[src/rtl/nibble_packer_if.sv]
// Bundles the nibble stream input and the word valid/ready output of nibble_packer.
// The slave modport is the packer's view; master is the view of whoever drives it.
interface nibble_packer_if #(
    parameter int WORD_WIDTH = 32,
    parameter int FIFO_DEPTH = 4
);
    localparam int CNT_W = $clog2(FIFO_DEPTH) + 1;

    logic [3:0]            nibble_in;
    logic                  nibble_valid;
    logic                  flush;
    logic [WORD_WIDTH-1:0] word_out;
    logic                  word_valid;
    logic                  word_ready;
    logic [CNT_W-1:0]      fifo_count;
    logic                  overflow;

    modport master (
        output nibble_in, nibble_valid, flush, word_ready,
        input  word_out, word_valid, fifo_count, overflow
    );

    modport slave (
        input  nibble_in, nibble_valid, flush, word_ready,
        output word_out, word_valid, fifo_count, overflow
    );
endinterface

[src/rtl/nibble_packer.sv]
// Packs a never-stalled nibble stream MSB-first into words and queues them in a
// small show-ahead FIFO; words that find the FIFO full are dropped and flagged.
module nibble_packer #(
    parameter int WORD_WIDTH = 32,
    parameter int FIFO_DEPTH = 4
) (
    input  logic           clk,
    input  logic           rst_n,
    nibble_packer_if.slave bus
);
    localparam int N   = WORD_WIDTH / 4;
    localparam int NCW = $clog2(N + 1);
    localparam int PW  = $clog2(FIFO_DEPTH);
    localparam int CW  = PW + 1;

    logic [NCW-1:0]        nib_cnt_reg, nib_cnt_next;
    logic [WORD_WIDTH-1:0] asm_reg, asm_next;
    logic [WORD_WIDTH-1:0] asm_shift, filled, push_word;
    logic [NCW-1:0]        filled_cnt;
    logic                  complete, flush_act, push, pop, full, do_write;
    logic [PW-1:0]         wr_ptr_reg, wr_ptr_next, rd_ptr_reg, rd_ptr_next;
    logic [CW-1:0]         count_reg, count_next;
    logic [WORD_WIDTH-1:0] out_reg, out_next;
    logic                  overflow_reg, overflow_next;
    logic [WORD_WIDTH-1:0] mem [FIFO_DEPTH];

    always_comb begin
        asm_shift  = (asm_reg << 4) | WORD_WIDTH'(bus.nibble_in);
        complete   = bus.nibble_valid && (nib_cnt_reg == NCW'(N - 1));
        flush_act  = bus.flush && ((nib_cnt_reg != '0) || bus.nibble_valid);
        push       = complete || flush_act;

        // A same-cycle nibble joins the word before the left-alignment shift.
        filled     = bus.nibble_valid ? asm_shift : asm_reg;
        filled_cnt = nib_cnt_reg + NCW'(bus.nibble_valid);
        push_word  = filled << (4 * (N - int'(filled_cnt)));

        nib_cnt_next = nib_cnt_reg;
        asm_next     = asm_reg;
        if (push) begin
            nib_cnt_next = '0;
            asm_next     = '0;
        end else if (bus.nibble_valid) begin
            nib_cnt_next = nib_cnt_reg + NCW'(1);
            asm_next     = asm_shift;
        end
    end

    always_comb begin
        pop           = (count_reg != '0) && bus.word_ready;
        full          = (count_reg == CW'(FIFO_DEPTH));
        do_write      = push && (!full || pop);
        wr_ptr_next   = wr_ptr_reg + PW'(do_write);
        rd_ptr_next   = rd_ptr_reg + PW'(pop);
        count_next    = count_reg + CW'(do_write) - CW'(pop);
        overflow_next = overflow_reg | (push && full && !pop);

        // Output register tracks the head after this edge; the head is the
        // incoming word when it lands in the slot the read pointer moves to.
        out_next = out_reg;
        if (count_next != '0) begin
            if (do_write && (rd_ptr_next == wr_ptr_reg))
                out_next = push_word;
            else
                out_next = mem[rd_ptr_next];
        end
    end

    always_ff @(posedge clk or negedge rst_n) begin
        if (!rst_n) begin
            nib_cnt_reg  <= '0;
            asm_reg      <= '0;
            wr_ptr_reg   <= '0;
            rd_ptr_reg   <= '0;
            count_reg    <= '0;
            out_reg      <= '0;
            overflow_reg <= 1'b0;
        end else begin
            nib_cnt_reg  <= nib_cnt_next;
            asm_reg      <= asm_next;
            wr_ptr_reg   <= wr_ptr_next;
            rd_ptr_reg   <= rd_ptr_next;
            count_reg    <= count_next;
            out_reg      <= out_next;
            overflow_reg <= overflow_next;
        end
    end

    always_ff @(posedge clk) begin
        if (do_write)
            mem[wr_ptr_reg] <= push_word;
    end

    assign bus.word_out   = out_reg;
    assign bus.word_valid = (count_reg != '0);
    assign bus.fifo_count = count_reg;
    assign bus.overflow   = overflow_reg;
endmodule

[src/flat_wrapper.sv]
// flat-port wrapper written by rule: the top's interface ports become plain ports
module nibble_packer_flat 
#(
    parameter int WORD_WIDTH = 32,
    parameter int FIFO_DEPTH = 4
)
  (clk, rst_n, bus_nibble_in, bus_nibble_valid, bus_flush, bus_word_ready, bus_word_out, bus_word_valid, bus_fifo_count, bus_overflow);
  nibble_packer_if #(.WORD_WIDTH(WORD_WIDTH), .FIFO_DEPTH(FIFO_DEPTH)) bus_i ();
  input  logic clk;
  input  logic rst_n;
  input wire logic [$bits(bus_i.nibble_in)-1:0] bus_nibble_in;
  input wire logic [$bits(bus_i.nibble_valid)-1:0] bus_nibble_valid;
  input wire logic [$bits(bus_i.flush)-1:0] bus_flush;
  input wire logic [$bits(bus_i.word_ready)-1:0] bus_word_ready;
  output wire logic [$bits(bus_i.word_out)-1:0] bus_word_out;
  output wire logic [$bits(bus_i.word_valid)-1:0] bus_word_valid;
  output wire logic [$bits(bus_i.fifo_count)-1:0] bus_fifo_count;
  output wire logic [$bits(bus_i.overflow)-1:0] bus_overflow;
  assign bus_i.nibble_in = bus_nibble_in;
  assign bus_i.nibble_valid = bus_nibble_valid;
  assign bus_i.flush = bus_flush;
  assign bus_i.word_ready = bus_word_ready;
  assign bus_word_out = bus_i.word_out;
  assign bus_word_valid = bus_i.word_valid;
  assign bus_fifo_count = bus_i.fifo_count;
  assign bus_overflow = bus_i.overflow;
  nibble_packer #(.WORD_WIDTH(WORD_WIDTH), .FIFO_DEPTH(FIFO_DEPTH)) u_core (.clk(clk), .rst_n(rst_n), .bus(bus_i));
endmodule
[config.mk]
export PLATFORM = sky130hd
export DESIGN_NAME = nibble_packer_flat
export DESIGN_NICKNAME = d
export VERILOG_FILES = /design/src/rtl/nibble_packer_if.sv /design/src/rtl/nibble_packer.sv /design/src/flat_wrapper.sv
export SDC_FILE = /design/constraint.sdc
export NUM_CORES = 1
export LEC_CHECK = 0
export ABC_AREA = 0
export CORE_ASPECT_RATIO = 0.75
export CORE_MARGIN = 4
export CORE_UTILIZATION = 61
export DETAILED_ROUTE_END_ITERATION = 6
export GPL_ROUTABILITY_DRIVEN = 0
export PLACE_DENSITY_LB_ADDON = 0.1
export REMOVE_ABC_BUFFERS = 1
export SYNTH_ARGS = -nofsm -noshare
export SYNTH_HDL_FRONTEND = slang
export SYNTH_SLANG_ARGS = --single-unit
[constraint.sdc]
create_clock -name clk -period 5.5 [get_ports clk]
set_input_delay 0.55 -clock clk [delete_from_list [all_inputs] [get_ports clk]]
set_output_delay 0.55 -clock clk [all_outputs]
set_load 0.02 [all_outputs]
==> results.cfg, run 1 <==
[run_status]
status = complete, no violations

[floorplan]
initial_core_util_pct = 62.0
io-pin-count = 46
core_region_area_mm2 = 0.0160
die_x_um = 155
dieArea_mm2 = 0.0183
die_h_um = 118
rows = 40

[critical_path]
max_stage_delay_ns = 0.70
arrival_ns = 4.28
crit_type = flop to flop
cp_max_fo = 16
crit_path_end_kind = flop
crit_buf_inv = 2
path_delay_family = simple AND/OR/NAND/NOR gates
cp-start-kind = flop
crit_top_cell = ha_1
reg2reg_slack_ns = 1.58
crit_chain = inv_1 -> ha_1 -> nor3b_1 -> o211ai_1 -> nor2b_1 -> ha_1 -> fa_1 -> or3_1 -> buf_4 -> and3_1 -> a221o_1
critPathSlowestCell = or3_1
required_ns = 5.86

[synthesis]
async_flop_share_pct = 37.3
yosys_most_used_dff = edfxtp_1
ys_ff_latch = 204
netlist_area_mm2 = 0.00990
synth_edf_count = 128
syn_area_per_cell_um2 = 14.3
synth.yosys.seq_area_share_pct = 58.1
netlist_instances = 692
ys_types = 63
yosysWarningCount = 0

[sta]
hold_viol_final = 0
drv_slew = 0
tightest_slew_ns = 1.05
whs_ns = 0.256
post-route-min-period_ns = 3.92
setup_slack_ns = 1.58
skew_ns = 0.00982
setup_viol = 0
slew_headroom_pct = 29.8
max_freq_mhz = 255
rsz0062_at_grt = false
min_period_over_period_pct = 71.3

[pwr]
leakage_nw = 4.35
intPower_mw = 4.74
p_sw_share_pct = 39.1
seq_power_share_pct = 31.9
ir_drop_mv = 0.398
clockPowerShare_pct = 17.6
comb_power_share_pct = 50.6
p_per_area_mw_per_mm2 = 696
fin_total_pwr_mw = 7.79
switchingPower_mw = 3.05

[route]
avgRoutedWirePerCell_um = 23.3
firstDrtPassIters = 6
first_iter_violations = 511
viasPerCell = 6.39
drc = 0
wl_mm = 22.2
num_vias = 6089
antenna_left = 0

[global_routing]
grt-ovfl-total = 0
grt_usage_pct = 24.9
grt_pass1_vias = 6248
grt_pass1_wl_mm = 36.0
antenna_found_initial = 1
grt_max_degree = 77

[cts]
cts_resized = 0
root_buffer = clkbuf_16
ctsHoldBuffers = 0
cts_buffers = 21
cts_tree = done
cts_setup_buffers = 0
cts_sinks = 204
clock_latency_ns = 0.48
clk_pin_slew_ns = 0.06
clk_path_buf_depth = 3
htreeDepth = 1

[worst_hold_path]
hold_class = input pin to asynchronous set/reset pin

[final_layout]
final_area_mm2 = 0.0112
drive_gt1_share_pct = 19.1
nNetsFinal = 749
largest_register_ffs = 128
area_growth_pct = 13.1
instances_no_fill = 953
diodes = 0

[placement]
dp_hpwl_mm = 13.9
placed_area_mm2 = 0.0105
portBuffers = 45
dp_cells = 917
post-place-ws_ns = 1.31

[run]
cap_violations = 0
cell families after synthesis:
kind of cell               after synthesis  synth area share (%)
DFF                                    204                  58.1
and+or+nand+nor                        170                  8.53
xor gates and xnor gates                15                  1.97
muxes                                  140                  20.1
AOI/OAI and AO/OA                       93                  7.06
adders and majority gates               10                  1.34
buffers and inverters                   60                  2.95
cell usage in the layout (no fill, tap or decap), drive strengths merged, types with 7 or more instances in the layout:
cell           Yosys  layout
xor2               8       8
and3              16      16
dfrtp             76      76
nand2             30      30
xnor2              7       7
clkdlybuf4s50      0      43
a221o             15      15
edfxtp           128     128
a21oi             17      17
mux2i             67      67
nor3               8       8
nor2              80      80
ha                 9       9
mux4              43      43
clkbuf            19      24
buf               30      21
inv               10      10
mux2              30      30
or3                8       8
o21ai             14      14
clkinv             1       8
cell usage after synthesis (5+ instances only):
master / instances / area share, %
ha_1: 9 / 1.1
a31oi_1: 5 / 0.32
nand2_1: 29 / 1.1
dfrtp_1: 76 / 19
buf_2: 20 / 1.0
o21a_1: 6 / 0.46
nor2_1: 79 / 3.0
clkbuf_1: 19 / 0.72
or3_1: 8 / 0.51
a221o_1: 15 / 1.5
a21oi_1: 17 / 0.86
mux2i_1: 67 / 6.8
edfxtp_1: 128 / 39
mux4_2: 43 / 9.8
xor2_1: 7 / 0.62
a221oi_1: 6 / 0.53
nor3_1: 7 / 0.35
a211oi_1: 6 / 0.46
a21o_1: 5 / 0.38
o21ai_1: 10 / 0.51
buf_6: 5 / 0.57
and3_1: 16 / 1.0
mux2_2: 23 / 2.6
inv_1: 9 / 0.34
metal layers:
metal  GRT usage [%]  vias to the layer above  wire length [um]
met5               0                        -                 0
met4            5.18                        0               490
met3            3.92                       35              1490
met2            39.3                      227             10600
met1            37.5                     3090              9600
li1                -                     2737                 -
final timing paths:
kind                       cells after the start             startpoint                       to
setup / recovery                              11  u_core.nib_cnt_reg[1]  u_core.bus.word_out[26]
hold reg to reg                                1    u_core.bus.overflow      u_core.bus.overflow
hold / removal                                 1                  rst_n       u_core.asm_reg[12]
min in group clk                               1    u_core.bus.overflow      u_core.bus.overflow
setup reg to reg                              11  u_core.nib_cnt_reg[1]  u_core.bus.word_out[26]
max in group asynchronous                      1                  rst_n   u_core.bus.word_out[3]
layout make-up:
type                            count  area [um2]
Tap cell                          210         263
Sequential cell                   204        5750
Multi-Input combinational cell    428        3890
Inverter                           11        41.3
Clock buffer                       24         547
Timing Repair Buffer               64         588
Clock inverter                     12         118
Fill cell                        1070        4770
metrics by stage:
stage | utilization [%] | TNS, ns
after floorplan | - | -0.870
after global placement | 66.0 | 0
after detailed placement | 66.0 | 0
after CTS | 70.1 | 0
after global routing | 70.1 | 0
final | 70.1 | 0
power groups by stage:
stage	sequential, mW	combinational (mW)	clock, mW
global placement	2.48	3.81	0
global route	2.52	4.26	1.47
detailed placement	2.51	3.92	0
CTS	2.48	3.95	1.40
finish	2.48	3.94	1.37
floorplan	2.60	2.55	0
Note: power is estimated with default switching activity, not from simulation.
==> run 2: changes to the inputs <==
CORE_UTILIZATION = 55   (was 61)
clock period = 3.5 ns   (was 5.5 ns; I/O delays follow)
==> run 2 against run 1 <==
Net effect: global-route usage shrank 2.9 points; sequential power grew 56%; flip-flop and latch count is the same.
==> results.cfg, run 2 (same netlist as run 1, synthesis figures left out) <==
[final_layout]
post-route-util_pct = 64.5
diodes = 0
final_common_cell = edfxtp_1
mostFrequentLayoutCells = 128 x edfxtp_1, 77 x nor2_1, 76 x dfrtp_1
area_growth_pct = 15.0
largest_register_ffs = 128
instances_no_fill = 998
drive_gt1_share_pct = 20.5
nNetsFinal = 762

[cts]
clk_path_buf_depth = 3
cts_tree = done
clk_pin_slew_ns = 0.06
cts_buffers = 21
ctsHoldBuffers = 0
root_buffer = clkbuf_16
cts_sinks = 204
htreeDepth = 1
cts_setup_buffers = 0
clock_latency_ns = 0.50

[sta]
setup_viol = 0
post-route-min-period_ns = 3.35
tightest_slew_ns = 1.03
max_freq_mhz = 299
whs_ns = 0.0410
rsz0062_at_grt = false
hold_viol_final = 0
setup_tns_ns = 0
setup_slack_ns = 0.153
slew_headroom_pct = 31.5
skew_ns = 0.0146
min_period_over_period_pct = 95.6
drv_slew = 0

[floorplan]
die_x_um = 163
dieArea_mm2 = 0.0202
die_h_um = 124
rows = 42
io-pin-count = 46
initial_core_util_pct = 56.0
core_region_area_mm2 = 0.0177

[critical_path]
cp.depth = 11
cp-start-kind = flop
r2r_start = u_core.nib_cnt_reg[0]
crit_chain = inv_1 -> ha_1 -> nor3b_1 -> o211ai_1 -> nor2b_1 -> ha_1 -> fa_1 -> or3_1 -> buf_12 -> and3_1 -> a221o_1
crit_path_end_kind = flop
arrival_ns = 3.73
startpoint = u_core.nib_cnt_reg[0]
crit_type = flop to flop
path_delay_family = simple AND/OR/NAND/NOR gates
crit_buf_inv = 2
required_ns = 3.88
critPathSlowestCell = fa_1
max_stage_delay_ns = 0.48
ff2ff_path_depth = 11
cp_max_fo = 28
crit_top_cell = ha_1

[route]
num_vias = 6068
viasPerCell = 6.08
wl_mm = 21.7
drc = 0
avgRoutedWirePerCell_um = 21.8
firstDrtPassIters = 5
first_iter_violations = 475
antenna_left = 0

[global_routing]
grt_pass1_vias = 6156
antenna_found_initial = 0
grt_pass1_wl_mm = 34.4
grt_max_degree = 77
grt-ovfl-total = 0
grt_usage_pct = 22.0

[run_status]
status = complete, no violations

[run]
cap_violations = 0

[placement]
portBuffers = 45
post-place-ws_ns = 0.0517
dp_cells = 962
dp_hpwl_mm = 13.6

[pwr]
p_per_area_mw_per_mm2 = 1100
leakage_nw = 4.44
ir_drop_mv = 0.654

[worst_hold_path]
hold_class = input pin to asynchronous set/reset pin
-- run 2: cell type report --
type / instances / area (um2)
repair buffers: 77 / 711
flip-flops and latches: 204 / 5750
multi-input cells: 428 / 3900
clock buffers: 25 / 551
inverters: 11 / 41.3
clock inverters: 11 / 135
well taps: 242 / 303
fillers: 1323 / 6270
-- run 2: power by group --
| group | total, mW | internal [mW] | switching, mW |
|---|---|---|---|
| Sequential | 3.87 | 3.54 | 0.329 |
| Clock | 2.25 | 1.34 | 0.908 |
| Combinational | 6.36 | 2.81 | 3.55 |
-- run 2: stage by stage --
step,area [um2],total power [mW]
2_1_floorplan,9650,8.10
3_3_place_gp,10700,10.1
3_5_place_dp,10700,10.3
4_1_cts,11400,12.6
5_1_grt,11400,13.2
6_report,11400,12.5
-- run 2: path summary, 6_finish.rpt --
check                      slack (ns)                       to
setup / recovery                 0.15  u_core.bus.word_out[29]
hold / removal                   0.04       u_core.asm_reg[12]
setup reg to reg                 0.15  u_core.bus.word_out[29]
hold reg to reg                  0.47      u_core.bus.overflow
max in group asynchronous        2.80   u_core.bus.word_out[9]
min in group clk                 0.47      u_core.bus.overflow
-- run 2: per-layer routing --
| layer | vias to the layer above | share of wire [%] | track usage (%) | wire length [um] |
|---|---|---|---|---|
| li1 | 2761 | - | - | - |
| met1 | 3107 | 45 | 31.6 | 9720 |
| met2 | 169 | 48 | 36.3 | 10400 |
| met3 | 31 | 5.2 | 2.98 | 1140 |
| met4 | 0 | 2.1 | 5.40 | 447 |
| met5 | - | 0 | 0 | 0 |
-- run 2: what timing repair did --
| action | CTS | global route |
|---|---|---|
| setup endpoints to repair | 0 | 1 |
| resized for setup | 0 | 1 |
| endpoints found under the hold margin | 0 | 0 |
-- run 2: worst reg2reg max path: cells and delay by family (launching register included) --
kind,cells,cell delay (ns)
compound gates,2,0.64
fa+ha+maj,3,0.87
buf+inv,2,0.26
flops,1,0.43
simple gates,4,1.02
